==> src/rtl/sha256_msg_ctrl.sv <==
// SHA-256 message front-end: packs a byte-granular word stream into padded 512-bit
// chunks, hands them one at a time to the chunk core and chains the results.
module sha256_msg_ctrl #(
    parameter int LEN_W = 64
) (
    input  logic         clk,
    input  logic         rst,
    input  logic [31:0]  s_data,
    input  logic [2:0]   s_bytes,
    input  logic         s_last,
    input  logic         s_valid,
    output logic         s_ready,
    output logic [511:0] core_chunk,
    output logic [255:0] core_hash,
    output logic         core_vld,
    input  logic [255:0] core_out_hash,
    input  logic         core_out_vld,
    output logic [255:0] digest,
    output logic         digest_vld
);

    localparam logic [255:0] IV = 256'h6a09e667_bb67ae85_3c6ef372_a54ff53a_510e527f_9b05688c_1f83d9ab_5be0cd19;

    typedef enum logic [1:0] {
        COLLECT = 2'd0,
        EMIT    = 2'd1,
        WAIT    = 2'd2,
        PADX    = 2'd3
    } state_t;

    state_t             state_q, state_d;
    logic [511:0]       buf_q, buf_d;
    logic [3:0]         widx_q, widx_d;
    logic [LEN_W-1:0]   len_q, len_d;
    logic               final_q, final_d;
    logic               extra_q, extra_d;
    logic               pad80_q, pad80_d;
    logic               s_ready_q, s_ready_d;
    logic [511:0]       core_chunk_q, core_chunk_d;
    logic [255:0]       core_hash_q, core_hash_d;
    logic               core_vld_q, core_vld_d;
    logic [255:0]       digest_q, digest_d;
    logic               digest_vld_q, digest_vld_d;

    logic [2:0]         eff_bytes;
    logic [31:0]        s_word;
    logic [511:0]       merged;
    logic [511:0]       last_chunk;
    logic [511:0]       pad_chunk;
    logic [6:0]         n_bytes;
    logic               short_msg;
    logic [LEN_W-1:0]   len_acc;
    logic [63:0]        len_field_acc;
    logic [63:0]        len_field_q;

    // Out-of-range byte counts are treated as a full word.
    assign eff_bytes     = (s_bytes > 3'd4) ? 3'd4 : s_bytes;
    assign n_bytes       = {1'b0, widx_q, 2'b00} + {4'b0000, eff_bytes};
    assign short_msg     = (n_bytes <= 7'd55);
    assign len_acc       = len_q + LEN_W'({eff_bytes, 3'b000});
    assign len_field_acc = 64'(len_acc);
    assign len_field_q   = 64'(len_q);

    genvar gi;
    generate
        for (gi = 0; gi < 4; gi++) begin : g_lane
            assign s_word[31-8*gi -: 8] = (eff_bytes > 3'(gi)) ? s_data[31-8*gi -: 8] : 8'h00;
        end

        for (gi = 0; gi < 16; gi++) begin : g_word
            assign merged[511-32*gi -: 32] = (widx_q == 4'(gi)) ? s_word : buf_q[511-32*gi -: 32];
        end

        // Bytes past the message are already zero because the buffer is cleared per chunk.
        for (gi = 0; gi < 64; gi++) begin : g_pad
            if (gi < 56) begin : g_body
                assign last_chunk[511-8*gi -: 8] =
                    (n_bytes == 7'(gi)) ? 8'h80 : merged[511-8*gi -: 8];
            end else begin : g_len
                assign last_chunk[511-8*gi -: 8] =
                    short_msg ? len_field_acc[63-8*(gi-56) -: 8] :
                    ((n_bytes == 7'(gi)) ? 8'h80 : merged[511-8*gi -: 8]);
            end
        end
    endgenerate

    assign pad_chunk = {(pad80_q ? 8'h80 : 8'h00), 440'h0, len_field_q};

    always_comb begin
        state_d      = state_q;
        buf_d        = buf_q;
        widx_d       = widx_q;
        len_d        = len_q;
        final_d      = final_q;
        extra_d      = extra_q;
        pad80_d      = pad80_q;
        core_chunk_d = core_chunk_q;
        core_hash_d  = core_hash_q;
        core_vld_d   = 1'b0;
        digest_d     = digest_q;
        digest_vld_d = 1'b0;

        case (state_q)
            COLLECT: begin
                if (s_valid && s_ready_q) begin
                    len_d = len_acc;
                    if (s_last) begin
                        core_chunk_d = last_chunk;
                        core_vld_d   = 1'b1;
                        state_d      = EMIT;
                        if (short_msg) begin
                            final_d = 1'b1;
                            extra_d = 1'b0;
                            pad80_d = 1'b0;
                        end else begin
                            final_d = 1'b0;
                            extra_d = 1'b1;
                            pad80_d = (n_bytes == 7'd64);
                        end
                    end else if (widx_q == 4'd15) begin
                        core_chunk_d = merged;
                        core_vld_d   = 1'b1;
                        state_d      = EMIT;
                        final_d      = 1'b0;
                        extra_d      = 1'b0;
                    end else begin
                        buf_d  = merged;
                        widx_d = widx_q + 4'd1;
                    end
                end
            end
            EMIT: begin
                buf_d   = '0;
                widx_d  = 4'd0;
                state_d = WAIT;
            end
            WAIT: begin
                // Results are only meaningful here; elsewhere they are stale.
                if (core_out_vld) begin
                    core_hash_d = core_out_hash;
                    if (extra_q) begin
                        state_d = PADX;
                    end else if (final_q) begin
                        digest_d     = core_out_hash;
                        digest_vld_d = 1'b1;
                        core_hash_d  = IV;
                        len_d        = '0;
                        final_d      = 1'b0;
                        state_d      = COLLECT;
                    end else begin
                        state_d = COLLECT;
                    end
                end
            end
            PADX: begin
                core_chunk_d = pad_chunk;
                core_vld_d   = 1'b1;
                final_d      = 1'b1;
                extra_d      = 1'b0;
                pad80_d      = 1'b0;
                state_d      = EMIT;
            end
            default: begin
                state_d = COLLECT;
            end
        endcase

        s_ready_d = (state_d == COLLECT);
    end

    always_ff @(posedge clk) begin
        if (rst) begin
            state_q      <= COLLECT;
            buf_q        <= '0;
            widx_q       <= 4'd0;
            len_q        <= '0;
            final_q      <= 1'b0;
            extra_q      <= 1'b0;
            pad80_q      <= 1'b0;
            s_ready_q    <= 1'b0;
            core_chunk_q <= '0;
            core_hash_q  <= IV;
            core_vld_q   <= 1'b0;
            digest_q     <= '0;
            digest_vld_q <= 1'b0;
        end else begin
            state_q      <= state_d;
            buf_q        <= buf_d;
            widx_q       <= widx_d;
            len_q        <= len_d;
            final_q      <= final_d;
            extra_q      <= extra_d;
            pad80_q      <= pad80_d;
            s_ready_q    <= s_ready_d;
            core_chunk_q <= core_chunk_d;
            core_hash_q  <= core_hash_d;
            core_vld_q   <= core_vld_d;
            digest_q     <= digest_d;
            digest_vld_q <= digest_vld_d;
        end
    end

    assign s_ready    = s_ready_q;
    assign core_chunk = core_chunk_q;
    assign core_hash  = core_hash_q;
    assign core_vld   = core_vld_q;
    assign digest     = digest_q;
    assign digest_vld = digest_vld_q;

endmodule

==> config.mk <==
export PLATFORM = sky130hd
export DESIGN_NAME = sha256_msg_ctrl
export DESIGN_NICKNAME = d
export VERILOG_FILES = /design/src/rtl/sha256_msg_ctrl.sv
export SDC_FILE = /design/constraint.sdc
export NUM_CORES = 2
export LEC_CHECK = 0
export BUFFER_PORTS_ARGS = -buffer_cell sky130_fd_sc_hd__buf_2
export CAP_MARGIN = 10
export CORE_AREA = 2 2 522 524
export CTS_CLUSTER_DIAMETER = 150
export CTS_CLUSTER_SIZE = 30
export DETAILED_ROUTE_END_ITERATION = 8
export DIE_AREA = 0 0 524 526
export PLACE_DENSITY_LB_ADDON = 0.12
export SYNTH_ARGS = -nofsm -noshare
export SYNTH_HDL_FRONTEND = slang
export SYNTH_SLANG_ARGS = --single-unit
export TNS_END_PERCENT = 30
==> constraint.sdc <==
create_clock -name clk -period 8.2 [get_ports clk]
set_clock_uncertainty 0.15 [all_clocks]
set_input_delay 1.23 -clock clk [delete_from_list [all_inputs] [get_ports clk]]
set_output_delay 1.23 -clock clk [all_outputs]
set_load 0.01 [all_outputs]
Yosys cells after proc, flatten, opt, wreduce, memory -nomap -nowiden:

Index checks and enable logic that the tools add are counted.

* register bits: 1612
* output and inout port bits: 1027
* logic and storage cells: 271
* bits of input ports: 296

* equal/unequal tests: 90
* $add $sub $neg: 3
* bitwise logic cells: 3
* magnitude comparators: 6
* reduce and logical (&&, ||, !) cells: 17
* muxes and demuxes: 139

Operators with widths (number)
* $mux 512: 6
* $pmux 512 s2: 2
* $mux 8: 77
* $mux 256: 2
* $mux 32: 16
* $mux 64: 4
* $eq 7x6->1 const B: 32
* $pmux 64 s2: 1
* $eq 7x5->1 const B: 16
* $add 64x6->64: 1
* $eq 7x4->1 const B: 8
* $eq 4x4->1 const B: 8
* $eq 7x3->1 const B: 4
* $eq 4x3->1 const B: 4
* $mux 1: 16
* $eq 7x2->1 const B: 2
* $ne 2x2->1 const B: 7
* $mux 4: 3
* $mux 2: 5
* $reduce_and 5->1: 2
* $eq 4x2->1 const B: 2
* $pmux 2 s4: 1
* $pmux 4 s2: 1
* $reduce_and 4->1: 2
* 25 further kinds: 36

Depth between registers and ports, before layout:

* word-level depth: 10
* gate-level depth with buffers: 15
* gate-level depth less buffers: 9

Least setup slack after synthesis:

Ideal clock, no wire load.

* path kind: input-to-reg
* start: input port s_bytes[2]
* end: register len_q[37], in the netlist len_field_q[37]
* path buffers: 4
* data required time: 7.980 ns
* path slack: 3.999 ns
* stages on the path: 13
* arrival: 3.981 ns
* library setup time: 0.070 ns
* cells stage by stage: clkbuf_1 -> buf_2 -> buf_2 -> buf_2 -> nor2b_1 -> ha_1 -> fa_1 -> a21o_1 -> nand2_1 -> nor4_4 -> nand2_1 -> or4b_2 -> a21oi_1

* longest elaborated chain between the ends: 5

RTL lines
* start, declared: RTL line 9 `input logic [2:0] s_bytes,`
* $gt 3x3->1: RTL line 57 `assign eff_bytes = (s_bytes > 3'd4) ? 3'd4 : s_bytes;`
* $mux 3 (*): RTL line 57
* $add 64x6->64 (*): RTL line 60 `assign len_acc = len_q + LEN_W'({eff_bytes, 3'b000});`
* $mux 64 (*): RTL line 105 `if (s_valid && s_ready_q) begin`
* $pmux 64 s2 (*): RTL line 103 `case (state_q)`
* end signal, assigned: RTL line 190 `len_q <= len_d;`
* end, declared: RTL line 34 `logic [LEN_W-1:0] len_q, len_d;`

Mark *: on every way between the ends. The rest lies on a longest branch, timed or not. The select of a mux whose other input is x is not followed.
A chain may end at the register's enable or synchronous reset.

Worst setup path after layout:

* start: register state_q[1]
* end: register core_chunk_q[369], in the netlist core_chunk[369]

* longest elaborated chain between the ends: 3

RTL lines
* start, declared: RTL line 31 `state_t state_q, state_d;`
* start signal, assigned: RTL line 187 `state_q <= state_d;`
* $logic_not 2->1 / $eq 2x2->1 (equally long branches): RTL line 103
* $ne 3x3->1 (no line) (tied with other cells)
* $reduce_and 3->1 (no line)
* end signal, assigned: RTL line 195 `core_chunk_q <= core_chunk_d;`
* end, declared: RTL line 39 `logic [511:0] core_chunk_q, core_chunk_d;`

Parallel ways exist; a longest one is shown, timed or not.

==> results by group <==
Drt
  • DR DRC count: 0
  • Wire per inst: 33.3 um
  • First DRT Iteration DRCs: 5659
  • Via-to-Cell Ratio: 5.18
  • WL final: 413 mm
  • Pre-antenna DRT Iters: 6
  • Final antenna-violating net count: 0
  • Vias after detailed routing: 64344

Power
  • Power share of the sequential group: 58.7%
  • Int Pwr: 0.00953 W
  • PwrDens: 174 nW/um^2
  • Lkg Pwr: 28.7 nW
  • Clock share of power: 31.6%
  • Maximum VDD drop: 0.144 mV
  • P_sw: 0.00390 W
  • Gate power share: 9.6%
  • Sw frac: 29.0%

Place
  • Port Buffers: 1322
  • RePlAce Congestion: 0.968
  • DPL Wire Length: 297 mm

Final layout
  • Commonest non-fill, non-tap cell in the layout: dfxtp_1
  • Area Growth Syn to Fin: 17.8%
  • Share of layout cells above drive strength 1: 18.7%
  • Final Net Count: 9128
  • Commonest non-fill, non-tap cells in the layout: 1609 x dfxtp_1, 1325 x buf_2, 1296 x nor2_1
  • Filler instances: 29065

STA
  • Fmax: 212 MHz
  • Hold Slack: 0.309 ns
  • Max-slew violation count: 0
  • Worst slew pin tran: 1.26 ns
  • Final Hold Fails: 0
  • Fin crit share: 57.4%
  • RSZ-0062 raised after global routing: no
  • Endpoints failing setup: 0
  • Minimum clock period: 4.71 ns
  • Final setup TNS: 0 ns
  • Max-slew headroom: 15.8%

Die
  • Core area: 270000 sq um
  • Initial Utilization: 24.2%
  • Die Span Y: 526 um
  • Die W: 524 um
  • Cell row count: 191
  • IO Pins: 1323
  • Die Area: 276000 sq um

Synthesis
  • Mean Syn Cell Area: 8.09 sq um
  • Primary FF master, synth: dfxtp_1
  • Number of flops mapped to enable cells by yosys: 0
  • Syn_nets: 8389
  • Asr flop ratio synth: 0%
  • Synth warnings: 0
  • Area fraction of the dominant cell type after synthesis: 49.3%
  • Synth cell types: 85
  • Sequential area share after synthesis: 49.3%
  • Yosys reg bits: 1609
  • Syn Inst Count: 8079
  • Mapped cell area: 65400 sq um
  • Synth area leader: dfxtp_1
  • Area contributors post-synth: dfxtp_1 49%, nor2_1 7.6%, a21oi_1 7.0%, a22oi_1 6.2%, nand2_1 5.9%

Clock network
  • Setup Fix Bufs, Post-CTS: 0
  • Hold-fix buffers, CTS: 0
  • Reg clk slew, reported paths: 0.14 ns
  • Maximum clock path buffer count: 3
  • Htree depth: 2
  • Clock buffer count from CTS: 61
  • CTS Sinks: 1609
  • Post-CTS Resized: 0
  • Clock insertion delay at the later pin of the skew report: 0.83 ns
  • CTS tree: yes
  • Clk root buf: clkbuf_16

Critical path
  • Crit path DAT: 5.27 ns
  • Crit. Startpoint: state_q[1]
  • Crit-path cells: inv_1 > ha_1 > a21boi_0 > a211o_4 > buf_12 > buf_12 > a22oi_1 > nor2_1
  • Reg-to-reg endpoint: core_chunk[369]
  • Crit-path max FO: 104
  • Most used cell along the critical path: buf_12
  • CP Class: reg -> reg
  • RR Startpoint: state_q[1]
  • FF-to-FF setup slack: 3.49 ns
  • Slowest cell on the critical path: a21boi_0
  • Required time worst endpoint: 8.76 ns
  • Crit path launch type: register
  • Max incr delay on CP: 0.95 ns
  • Crit end category: register
  • Worst R2R Path Depth: 8

Worst hold path
  • Hold depth: 2
  • Worst Hold Endpoint: core_chunk[157]
  • Hold_sp: core_chunk[157]
  • Worst hold path class: reg -> reg

Global route
  • Tot GR Track Use: 28.7%
  • Remaining Overflow, GRT: 0
  • First-pass GRT wire length: 547 mm
  • Number of global-route vias before repair: 59597
  • Initial antenna violation count: 78
  • Largest net degree at the start of global routing: 214

Status
  • Status: finished, final reports clean

Job
  • Max Cap Violations: 0
## kinds of logic (layout without fill, tap and decap cells)
kind of cell	after synthesis	count (layout)	share of synthesized area, %
AND/OR/NAND/NOR	3140	3140	21.3
AO/OA/AOI/OAI	2442	2442	23.5
flip-flops	1609	1609	49.3
buffers and inverters	813	1561	4.82
XOR/XNOR	31	31	0.415
multiplexers	30	30	0.461
adder cells (fa/ha/maj)	14	14	0.279
other	0	22	0
## power groups by stage
stage	clock [W]	sequential, W	combinational (W)
2_1_floorplan	0	0.00806	0.000569
3_3_place_gp	0	0.00806	0.00130
3_5_place_dp	0	0.00806	0.00130
4_1_cts	0.00443	0.00789	0.00130
5_1_grt	0.00464	0.00789	0.00135
6_report	0.00425	0.00789	0.00129
## flip-flops by register name, summed over array words and instances, names as in the netlist
name	cells
buf_q	512
core_chunk	512
core_hash	256
digest	256
len_field_q	61
widx_q	4
state_q	2
core_vld	1
digest_vld	1
extra_q	1
final_q	1
pad80_q	1
s_ready	1
## metal layers
| layer | global-route usage (%) | vias to the layer above | share of wire, % |
|---|---|---|---|
| met5 | 0 | - | 0.015 |
| met4 | 16.7 | 10 | 6.7 |
| met3 | 10.4 | 504 | 9.9 |
| met2 | 44.5 | 2337 | 44 |
| met1 | 33.7 | 31865 | 39 |
| li1 | - | 29628 | - |
## worst max-delay path by stage
stage	to	slack (ns)	depth (start not counted)
2_1_floorplan	len_field_q[37]	4.00	13
3_3_place_gp	core_chunk[55]	2.64	9
3_5_place_dp	core_chunk[15]	3.14	10
4_1_cts	core_chunk[2]	3.65	9
5_1_grt	core_chunk[430]	3.35	8
6_report	core_chunk[369]	3.49	8
## stage by stage
step	std cells	util [%]	area [sq um]	setup WS [ns]	total power (W)
finish	12419	28.5	77000	3.49	0.0134
global route	12408	28.5	77000	3.35	0.0139
CTS	12395	28.5	76900	3.65	0.0136
detailed placement	12323	27.9	75300	3.14	0.00936
global placement	12318	27.9	75200	2.64	0.00936
floorplan	8079	-	65400	4.00	0.00863
## worst max-delay path, delay by kind of cell (launching register included)
| kind | cells | cell delay (ns) |
|---|---|---|
| AND/OR/NAND/NOR | 1 | 0.15 |
| buffers and inverters | 3 | 1.02 |
| adder cells (fa/ha/maj) | 1 | 0.73 |
| AO/OA/AOI/OAI | 3 | 1.77 |
| flip-flops | 1 | 0.40 |
## final cells by class
type	instances	area (sq um)	share of cell area, %
Antenna cell	22	55.1	0.0715
Clock buffer	66	1590	2.06
Clock inverter	6	88.8	0.115
Inverter	32	123	0.159
Multi-Input combinational cell	5657	30600	39.8
Sequential cell	1609	32200	41.8
Tap cell	3570	4470	5.80
Timing Repair Buffer	1457	7860	10.2
## cells in the mapped netlist, drive strengths merged (49+ instances only)
master / instances
a2bb2oi: 118
nand3: 100
nor3: 141
dfxtp: 1609
a221o: 52
a211oi: 64
nor2: 1319
o21ai: 391
buf: 105
and2: 49
o22ai: 140
clkbuf: 676
a21oi: 913
nand2: 1022
nor3b: 178
nand2b: 163
a22oi: 540
No activity file was read; power rests on OpenSTA's default activity.
